--- config.mk ---
export PLATFORM = sky130hd
export DESIGN_NAME = stream_frame_sequencer
export DESIGN_NICKNAME = d
export VERILOG_FILES = /design/src/rtl/stream_frame_sequencer.sv
export SDC_FILE = /design/constraint.sdc
export NUM_CORES = 1
export LEC_CHECK = 0
export CAP_MARGIN = 10
export CORE_UTILIZATION = 45
export CTS_CLUSTER_DIAMETER = 60
export DETAILED_ROUTE_END_ITERATION = 12
export HOLD_SLACK_MARGIN = 0.08
export PLACE_DENSITY_LB_ADDON = 0.15
export SYNTH_ARGS = -nofsm -noshare
export SYNTH_HDL_FRONTEND = slang
export SYNTH_SLANG_ARGS = --single-unit
--- constraint.sdc ---
create_clock -name clk -period 4.3 [get_ports clk]
set_clock_uncertainty 0.05 [all_clocks]
set_input_delay 0.645 -clock clk [delete_from_list [all_inputs] [get_ports clk]]
set_output_delay 0.645 -clock clk [all_outputs]
set_load 0.01 [all_outputs]
--- src/rtl/stream_frame_sequencer.sv ---
// Front end for stream_neural_net: checks VSYNC/HSYNC frame geometry, streams pixels with
// index and start/last strobes, then waits for the net and reports its classification.
module stream_frame_sequencer #(
  parameter int unsigned IMG_W     = 28,
  parameter int unsigned IMG_H     = 28,
  parameter int unsigned dataWidth = 16,
  parameter int unsigned RES_W     = 4,
  parameter int unsigned TIMEOUT   = 4096,
  parameter int unsigned IDX_W     = $clog2(IMG_W * IMG_H)
) (
  input  logic                 clk,
  input  logic                 rst_n,
  input  logic                 VSYNC,
  input  logic                 HSYNC,
  input  logic [dataWidth-1:0] pix_in,
  input  logic                 net_done,
  input  logic [RES_W-1:0]     net_result,
  output logic [dataWidth-1:0] pix_out,
  output logic                 pix_valid,
  output logic [IDX_W-1:0]     pix_idx,
  output logic                 net_start,
  output logic                 net_last,
  output logic [RES_W-1:0]     result,
  output logic                 result_valid,
  output logic [1:0]           frame_err,
  output logic                 busy,
  output logic [15:0]          frames_done
);

  localparam int unsigned COL_W = $clog2(IMG_W + 1);
  localparam int unsigned ROW_W = $clog2(IMG_H + 1);
  localparam int unsigned TMR_W = (TIMEOUT > 1) ? $clog2(TIMEOUT) : 1;

  localparam logic [COL_W-1:0] COL_END  = COL_W'(IMG_W);
  localparam logic [COL_W-1:0] COL_LAST = COL_W'(IMG_W - 1);
  localparam logic [ROW_W-1:0] ROW_LAST = ROW_W'(IMG_H - 1);
  localparam logic [TMR_W-1:0] TMR_LAST = TMR_W'(TIMEOUT - 1);

  localparam logic [1:0] ErrNone    = 2'd0;
  localparam logic [1:0] ErrLine    = 2'd1;
  localparam logic [1:0] ErrCount   = 2'd2;
  localparam logic [1:0] ErrTimeout = 2'd3;

  typedef enum logic [1:0] {StIdle, StFrame, StWaitNet, StDrain} state_e;

  state_e               state_q, state_d;
  logic [COL_W-1:0]     col_q, col_d, col_e;
  logic [ROW_W-1:0]     row_q, row_d, row_e;
  logic [IDX_W-1:0]     idx_q, idx_d, idx_e;
  logic [TMR_W-1:0]     timer_q, timer_d;
  logic                 vsync_q, hsync_q, armed_q;
  logic                 vs_low_q, vs_low_d;
  logic                 hs_prev, in_frame, vsync_rise;
  logic [dataWidth-1:0] pix_out_q, pix_out_d;
  logic                 pix_valid_q, pix_valid_d;
  logic [IDX_W-1:0]     pix_idx_q, pix_idx_d;
  logic                 net_start_q, net_start_d;
  logic                 net_last_q, net_last_d;
  logic [RES_W-1:0]     result_q, result_d;
  logic                 result_valid_q, result_valid_d;
  logic [1:0]           frame_err_q, frame_err_d;
  logic [15:0]          frames_done_q, frames_done_d;

  // armed_q blocks a VSYNC that is already high out of reset from looking like a rise.
  assign vsync_rise = armed_q & VSYNC & ~vsync_q;

  always_comb begin
    state_d        = state_q;
    col_d          = col_q;
    row_d          = row_q;
    idx_d          = idx_q;
    timer_d        = timer_q;
    vs_low_d       = vs_low_q;
    pix_out_d      = pix_out_q;
    pix_valid_d    = 1'b0;
    pix_idx_d      = pix_idx_q;
    net_start_d    = 1'b0;
    net_last_d     = 1'b0;
    result_d       = result_q;
    result_valid_d = 1'b0;
    frame_err_d    = frame_err_q;
    frames_done_d  = frames_done_q;
    in_frame       = 1'b0;
    col_e          = col_q;
    row_e          = row_q;
    idx_e          = idx_q;
    hs_prev        = hsync_q;

    unique case (state_q)
      StIdle: begin
        // Frame start falls through to pixel handling so a pixel on the rise cycle is kept.
        if (vsync_rise) begin
          state_d     = StFrame;
          col_e       = '0;
          row_e       = '0;
          idx_e       = '0;
          hs_prev     = 1'b0;
          timer_d     = '0;
          frame_err_d = ErrNone;
          in_frame    = 1'b1;
        end
      end
      StFrame: in_frame = 1'b1;
      StWaitNet: begin
        timer_d = timer_q + 1'b1;
        if (!VSYNC) vs_low_d = 1'b1;
        if (net_done) begin
          result_d       = net_result;
          result_valid_d = 1'b1;
          frames_done_d  = frames_done_q + 16'd1;
          state_d        = StIdle;
        end else if (VSYNC && HSYNC && !hsync_q && !vs_low_q) begin
          // Another line inside the same VSYNC: too many lines.
          frame_err_d = ErrCount;
          state_d     = StDrain;
        end else if (timer_q == TMR_LAST) begin
          frame_err_d = ErrTimeout;
          state_d     = StIdle;
        end
      end
      StDrain: begin
        if (!VSYNC) state_d = StIdle;
      end
      default: state_d = StIdle;
    endcase

    if (in_frame) begin
      col_d = col_e;
      row_d = row_e;
      idx_d = idx_e;
      if (!VSYNC) begin
        frame_err_d = ErrCount;
        state_d     = StDrain;
      end else if (HSYNC) begin
        if (col_e == COL_END) begin
          frame_err_d = ErrLine;
          state_d     = StDrain;
        end else begin
          pix_out_d   = pix_in;
          pix_valid_d = 1'b1;
          pix_idx_d   = idx_e;
          net_start_d = (idx_e == '0);
          col_d       = col_e + 1'b1;
          idx_d       = idx_e + 1'b1;
          if (row_e == ROW_LAST && col_e == COL_LAST) begin
            net_last_d = 1'b1;
            timer_d    = '0;
            vs_low_d   = 1'b0;
            state_d    = StWaitNet;
          end
        end
      end else if (hs_prev) begin
        if (col_e != COL_END) begin
          frame_err_d = ErrLine;
          state_d     = StDrain;
        end else begin
          row_d = row_e + 1'b1;
          col_d = '0;
        end
      end
    end
  end

  always_ff @(posedge clk or negedge rst_n) begin
    if (!rst_n) begin
      state_q        <= StIdle;
      col_q          <= '0;
      row_q          <= '0;
      idx_q          <= '0;
      timer_q        <= '0;
      vsync_q        <= 1'b0;
      hsync_q        <= 1'b0;
      armed_q        <= 1'b0;
      vs_low_q       <= 1'b0;
      pix_out_q      <= '0;
      pix_valid_q    <= 1'b0;
      pix_idx_q      <= '0;
      net_start_q    <= 1'b0;
      net_last_q     <= 1'b0;
      result_q       <= '0;
      result_valid_q <= 1'b0;
      frame_err_q    <= ErrNone;
      frames_done_q  <= '0;
    end else begin
      state_q        <= state_d;
      col_q          <= col_d;
      row_q          <= row_d;
      idx_q          <= idx_d;
      timer_q        <= timer_d;
      vsync_q        <= VSYNC;
      hsync_q        <= HSYNC;
      if (!VSYNC) armed_q <= 1'b1;
      vs_low_q       <= vs_low_d;
      pix_out_q      <= pix_out_d;
      pix_valid_q    <= pix_valid_d;
      pix_idx_q      <= pix_idx_d;
      net_start_q    <= net_start_d;
      net_last_q     <= net_last_d;
      result_q       <= result_d;
      result_valid_q <= result_valid_d;
      frame_err_q    <= frame_err_d;
      frames_done_q  <= frames_done_d;
    end
  end

  assign pix_out      = pix_out_q;
  assign pix_valid    = pix_valid_q;
  assign pix_idx      = pix_idx_q;
  assign net_start    = net_start_q;
  assign net_last     = net_last_q;
  assign result       = result_q;
  assign result_valid = result_valid_q;
  assign frame_err    = frame_err_q;
  assign busy         = (state_q != StIdle);
  assign frames_done  = frames_done_q;

endmodule
Yosys cells after proc, flatten, opt, wreduce, memory -nomap -nowiden
Cells that the tools add are included. W data, S select, Z words.

Input bits: 25. Register bits after elaboration: 90. Output and inout port bits: 53. Word-level logic and storage cells: 121.

Multiplexer cells: 75. Equal/unequal tests: 8. Add/subtract/negate cells: 5. Reductions and logical operators: 11. Bitwise gates (word level): 4.

Operators with widths (count): $mux W12 (6); $mux W5 (13); $mux W10 (5); $mux W2 (22); $mux W1 (25); $pmux W12 S2 (1); $add A16 B1 Y16 const B (1); $eq A5 B5 Y1 const B (3); $add A12 B1 Y12 const B (1); $eq A12 B12 Y1 const B (1); $add A10 B1 Y10 const B (1); $add A5 B1 Y5 const B (2); $logic_not A10 Y1 (1); $pmux W2 S3 (1); $ne A5 B5 Y1 const B (1); $eq A2 B2 Y1 const B (2); $logic_and A1 B1 Y1 (4); $pmux W2 S2 (1); $reduce_and A4 Y1 (1); $and A1 B1 Y1 (2); $eq A2 B1 Y1 const B (1); $logic_not A1 Y1 (2); $logic_not A2 Y1 (1); $not A1 Y1 (2); other kinds (3) (3).

Logic depth before layout (Yosys ltp)
Word-level depth: 11. Gate-level depth with buffers: 14.

Worst setup path after synthesis
Ideal clock, no wire load.

Path kind: register to register. Start: reg state_q[1]. End: reg pix_idx_q[4], in the netlist pix_idx[4]. Arrival: 2.944 ns. Setup slack: 1.182 ns. Clock period less this slack: 3.118 ns. Data required time: 4.125 ns. Path buffers: 5. Cell stages (with the launch flop): 14. Path through: dfrtp_1 -> nor4b_1 -> nand2_1 -> clkbuf_1 -> buf_1 -> nand2_1 -> ha_1 -> and4_1 -> buf_6 -> nand2_1 -> nand3_1 -> buf_2 -> buf_4 -> mux2_2.

Longest elaborated chain between the ends: 5. Elaborated cells on any way between the ends: 8. Classes of those cells: eq/ne: 2; mux: 3; bitwise: 1; reduce/logical: 2.

Ends and longest elaborated chain: start, declared (RTL line 46) `state_e state_q, state_d;`; start signal, assigned (RTL line 166) `state_q <= StIdle;`; start signal, assigned (RTL line 185) `state_q <= state_d;`; $logic_not A2 Y1 (RTL line 89) `unique case (state_q)`; $mux W5 (RTL line 89); $eq A5 B5 Y1 (RTL line 135) `if (col_e == COL_END) begin`; $not A1 Y1 (no line); $reduce_and A4 Y1 (no line); end signal, assigned (RTL line 196) `pix_idx_q <= pix_idx_d;`; end, declared (RTL line 56) `logic [IDX_W-1:0] pix_idx_q, pix_idx_d;`.

Parallel ways exist; a longest one is shown, timed or not. A chain may end at the register's enable or synchronous reset.

Worst setup path after layout
Start: reg state_q[1]. End: reg pix_out_q[8], in the netlist pix_out[8].

Longest elaborated chain between the ends: 5. Elaborated cells on any way between the ends: 7. Classes of those cells: eq/ne: 2; mux: 2; bitwise: 1; reduce/logical: 2.

Ends and longest elaborated chain: $logic_not A2 Y1 (RTL line 89); $mux W5 (RTL line 89); $eq A5 B5 Y1 (RTL line 135); $not A1 Y1 (no line); $reduce_and A4 Y1 (no line) (*); end signal, assigned (RTL line 194) `pix_out_q <= pix_out_d;`; end, declared (RTL line 54) `logic [dataWidth-1:0] pix_out_q, pix_out_d;`.

Mark *: on every way between the ends. The rest lies on a longest branch, timed or not.

==> reports/metrics.cfg <==
[yosys]
synth_edf_count = 0
synth.area.top_cells = dfrtp_1 51%, mux2_2 7.9%, xnor2_1 3.4%, nand2_1 2.6%, nand3_1 2.5%
ys_ff_latch = 90
ys.flop_type = dfrtp_1
async_flop_share = 1.00
synthTopCellsByCount = 90 x dfrtp_1, 31 x mux2_2, 31 x nand2_1
netlist.area_leader.share = 0.510
synth_seq_area_share = 0.510
synth_cell_types = 58
yosysTopAreaCell = dfrtp_1
synth_area_um2 = 4410
yosysWarnings = 0
synth_most_common_cell = dfrtp_1
netlist_instances = 414
syn_avg_cell_area_um2 = 10.7
syn_nets = 447

[drt]
routedWlPerCell_um = 14.9
ant_nets = 0
vias_per_cell = 5.49
wl_um = 9280
drt_iter0_markers = 245
drt_pass1_iterations = 5
routed-via-count = 3423
drc = 0

[sta]
tightest_slew_ns = 0.753
finalHoldViolCount = 0
max-slew-margin-rel = 0.498
grt_setup_unrepaired = no
fin_crit_ns = 3.34
setup_viol = 0
fin_setup_tns_ns = 0
max_freq_mhz = 300
finalCritPeriodShare = 0.776
maxSlewViolCount = 0

[grt]
grt_overflow = 0
grt_pass1_wl_um = 16200
grt_pass1_vias = 3338
track_usage = 0.202
grt_max_degree = 61
antenna_found_initial = 0

[placement]
port_buffers = 77
gp_congestion = 0.853
hpwl_um = 6470
place_area_um2 = 5310

[min_path]
hold_class = input port to asynchronous set/reset pin

[setup_path]
cp-start-kind = flip-flop
worstPathRequired_ns = 4.49
r2r_cells = 9
cp.arrival_ns = 3.53
end_kind = flip-flop
cp_max_fo = 29
critPathKind = flip-flop to flip-flop

[finish]
nets = 524
drive_gt1_frac = 0.127
area_growth_pct = 24.8
antennaDiodeCount = 0
fin_area_um2 = 5510

[floorplanning]
dieWidth_um = 101
initial_core_util = 0.471
dieArea_um2 = 10200
core_area_um2 = 9370
io_pins = 78
row_count = 35
dieHeight_um = 101

[job]
maxCapViolations = 0

[clock_network]
numClockSinks = 90
postCtsSetupBuffers = 0
root_buffer = clkbuf_8
cts_tree = built
htree_levels = 3
cts.repair.resized = 0
postCtsHoldBufs = 0
clock_latency_ns = 0.35
path_clk_slew_ns = 0.09
cts-buffers-inserted = 9
cts_max_path_buffers = 2

[pwr]
p_per_area_nw_per_um2 = 534
ir_drop_uv = 369
p_leak_nw = 2.37

[outcome]
outcome = finished, final reports clean

-- final cells by class --
type                    count  area (um2)
fillers                   821        3860
flip-flops and latches     90        2250
multi-input cells         288        2000
repair buffers             85         828
well taps                 129         161
clock buffers              11         151
inverters                  17        63.8
clock inverters             4        51.3
-- critical path, cell delays in order (launching register included) --
cell     delay, ns
dfrtp_1       0.57
nor4b_1       0.60
nand2_1       0.23
nand2_1       0.14
ha_1          0.22
and4_1        0.46
nand2_1       0.12
nand3_1       0.09
buf_4         0.35
mux2_2        0.38
-- cell usage in the layout (no fill, tap or decap), types with 3 or more instances in the layout --
| cell | instances |
|---|---|
| buf_4 | 9 |
| a31oi_1 | 3 |
| mux2_2 | 31 |
| inv_1 | 17 |
| dfrtp_1 | 90 |
| or3_1 | 3 |
| nand4b_1 | 3 |
| mux2i_1 | 10 |
| a21o_1 | 3 |
| nand3_1 | 22 |
| nand2_1 | 31 |
| clkdlybuf4s50_1 | 76 |
| nor2_1 | 27 |
| nor2b_1 | 4 |
| xnor2_1 | 17 |
| nor3_1 | 6 |
| or4_1 | 4 |
| nand4_1 | 10 |
| nor4_1 | 9 |
| clkbuf_8 | 11 |
| xor2_1 | 7 |
| and2_1 | 8 |
| a21oi_1 | 13 |
| o21ai_0 | 14 |
| a22oi_1 | 6 |
| and3_1 | 6 |
| nand2b_1 | 5 |
| ha_1 | 8 |
-- through the flow --
step | std cells | worst slack, ns | power (W) | hold slack [ns] | util
after detailed placement | 609 | 1.03 | 0.00238 | 0.418 | 0.566
after global routing | 624 | 0.623 | 0.00315 | 0.360 | 0.588
after floorplan | 414 | 1.18 | 0.00188 | 0.299 | -
final | 624 | 0.963 | 0.00294 | 0.292 | 0.588
after CTS | 624 | 1.01 | 0.00297 | 0.330 | 0.588
after global placement | 609 | 1.13 | 0.00235 | 0.412 | 0.566
-- cells by family (layout without fill, tap and decap cells) --
| logic type | Yosys count | in the layout | synth area share |
|---|---|---|---|
| adder cells (fa/ha/maj) | 8 | 8 | 0.0227 |
| AO/OA/AOI/OAI | 61 | 61 | 0.0905 |
| multiplexers | 41 | 41 | 0.102 |
| AND/OR/NAND/NOR | 154 | 154 | 0.191 |
| XOR/XNOR | 24 | 24 | 0.0476 |
| buffers and inverters | 36 | 117 | 0.0363 |
| flip-flops | 90 | 90 | 0.510 |
-- worst paths after layout --
kind / start / endpoint / slack [ns]
setup / recovery: state_q[1] / pix_out[8] / 0.96
hold / removal: rst_n / pix_idx[9] / 0.29
setup reg to reg: state_q[1] / pix_out[8] / 0.96
hold reg to reg: idx_q[9] / idx_q[9] / 0.43
max in group asynchronous: rst_n / frames_done[1] / 3.00
min in group clk: idx_q[9] / idx_q[9] / 0.43
-- metal layers --
layer  part of all wire  up-vias  GRT usage
li1                   -     1642          -
met1               0.48     1692      0.288
met2               0.46       79      0.303
met3              0.051       10     0.0506
met4              0.010        0     0.0635
met5                  0        -          0
-- registers in the layout (all words and copies together), names as in the netlist, 2 cells and up --
| register | flops |
|---|---|
| col_q | 5 |
| frame_err | 2 |
| frames_done | 16 |
| idx_q | 10 |
| pix_idx | 10 |
| pix_out | 16 |
| result | 4 |
| row_q | 5 |
| state_q | 2 |
| timer_q | 12 |
-- power by group --
group | switching (W) | total, W | internal, W
Combinational | 0.000494 | 0.00107 | 0.000581
Sequential | 0.000205 | 0.00129 | 0.00108
Clock | 0.000285 | 0.000582 | 0.000297
Total | 0.000984 | 0.00294 | 0.00196
Note: power is estimated with default switching activity, not from simulation.
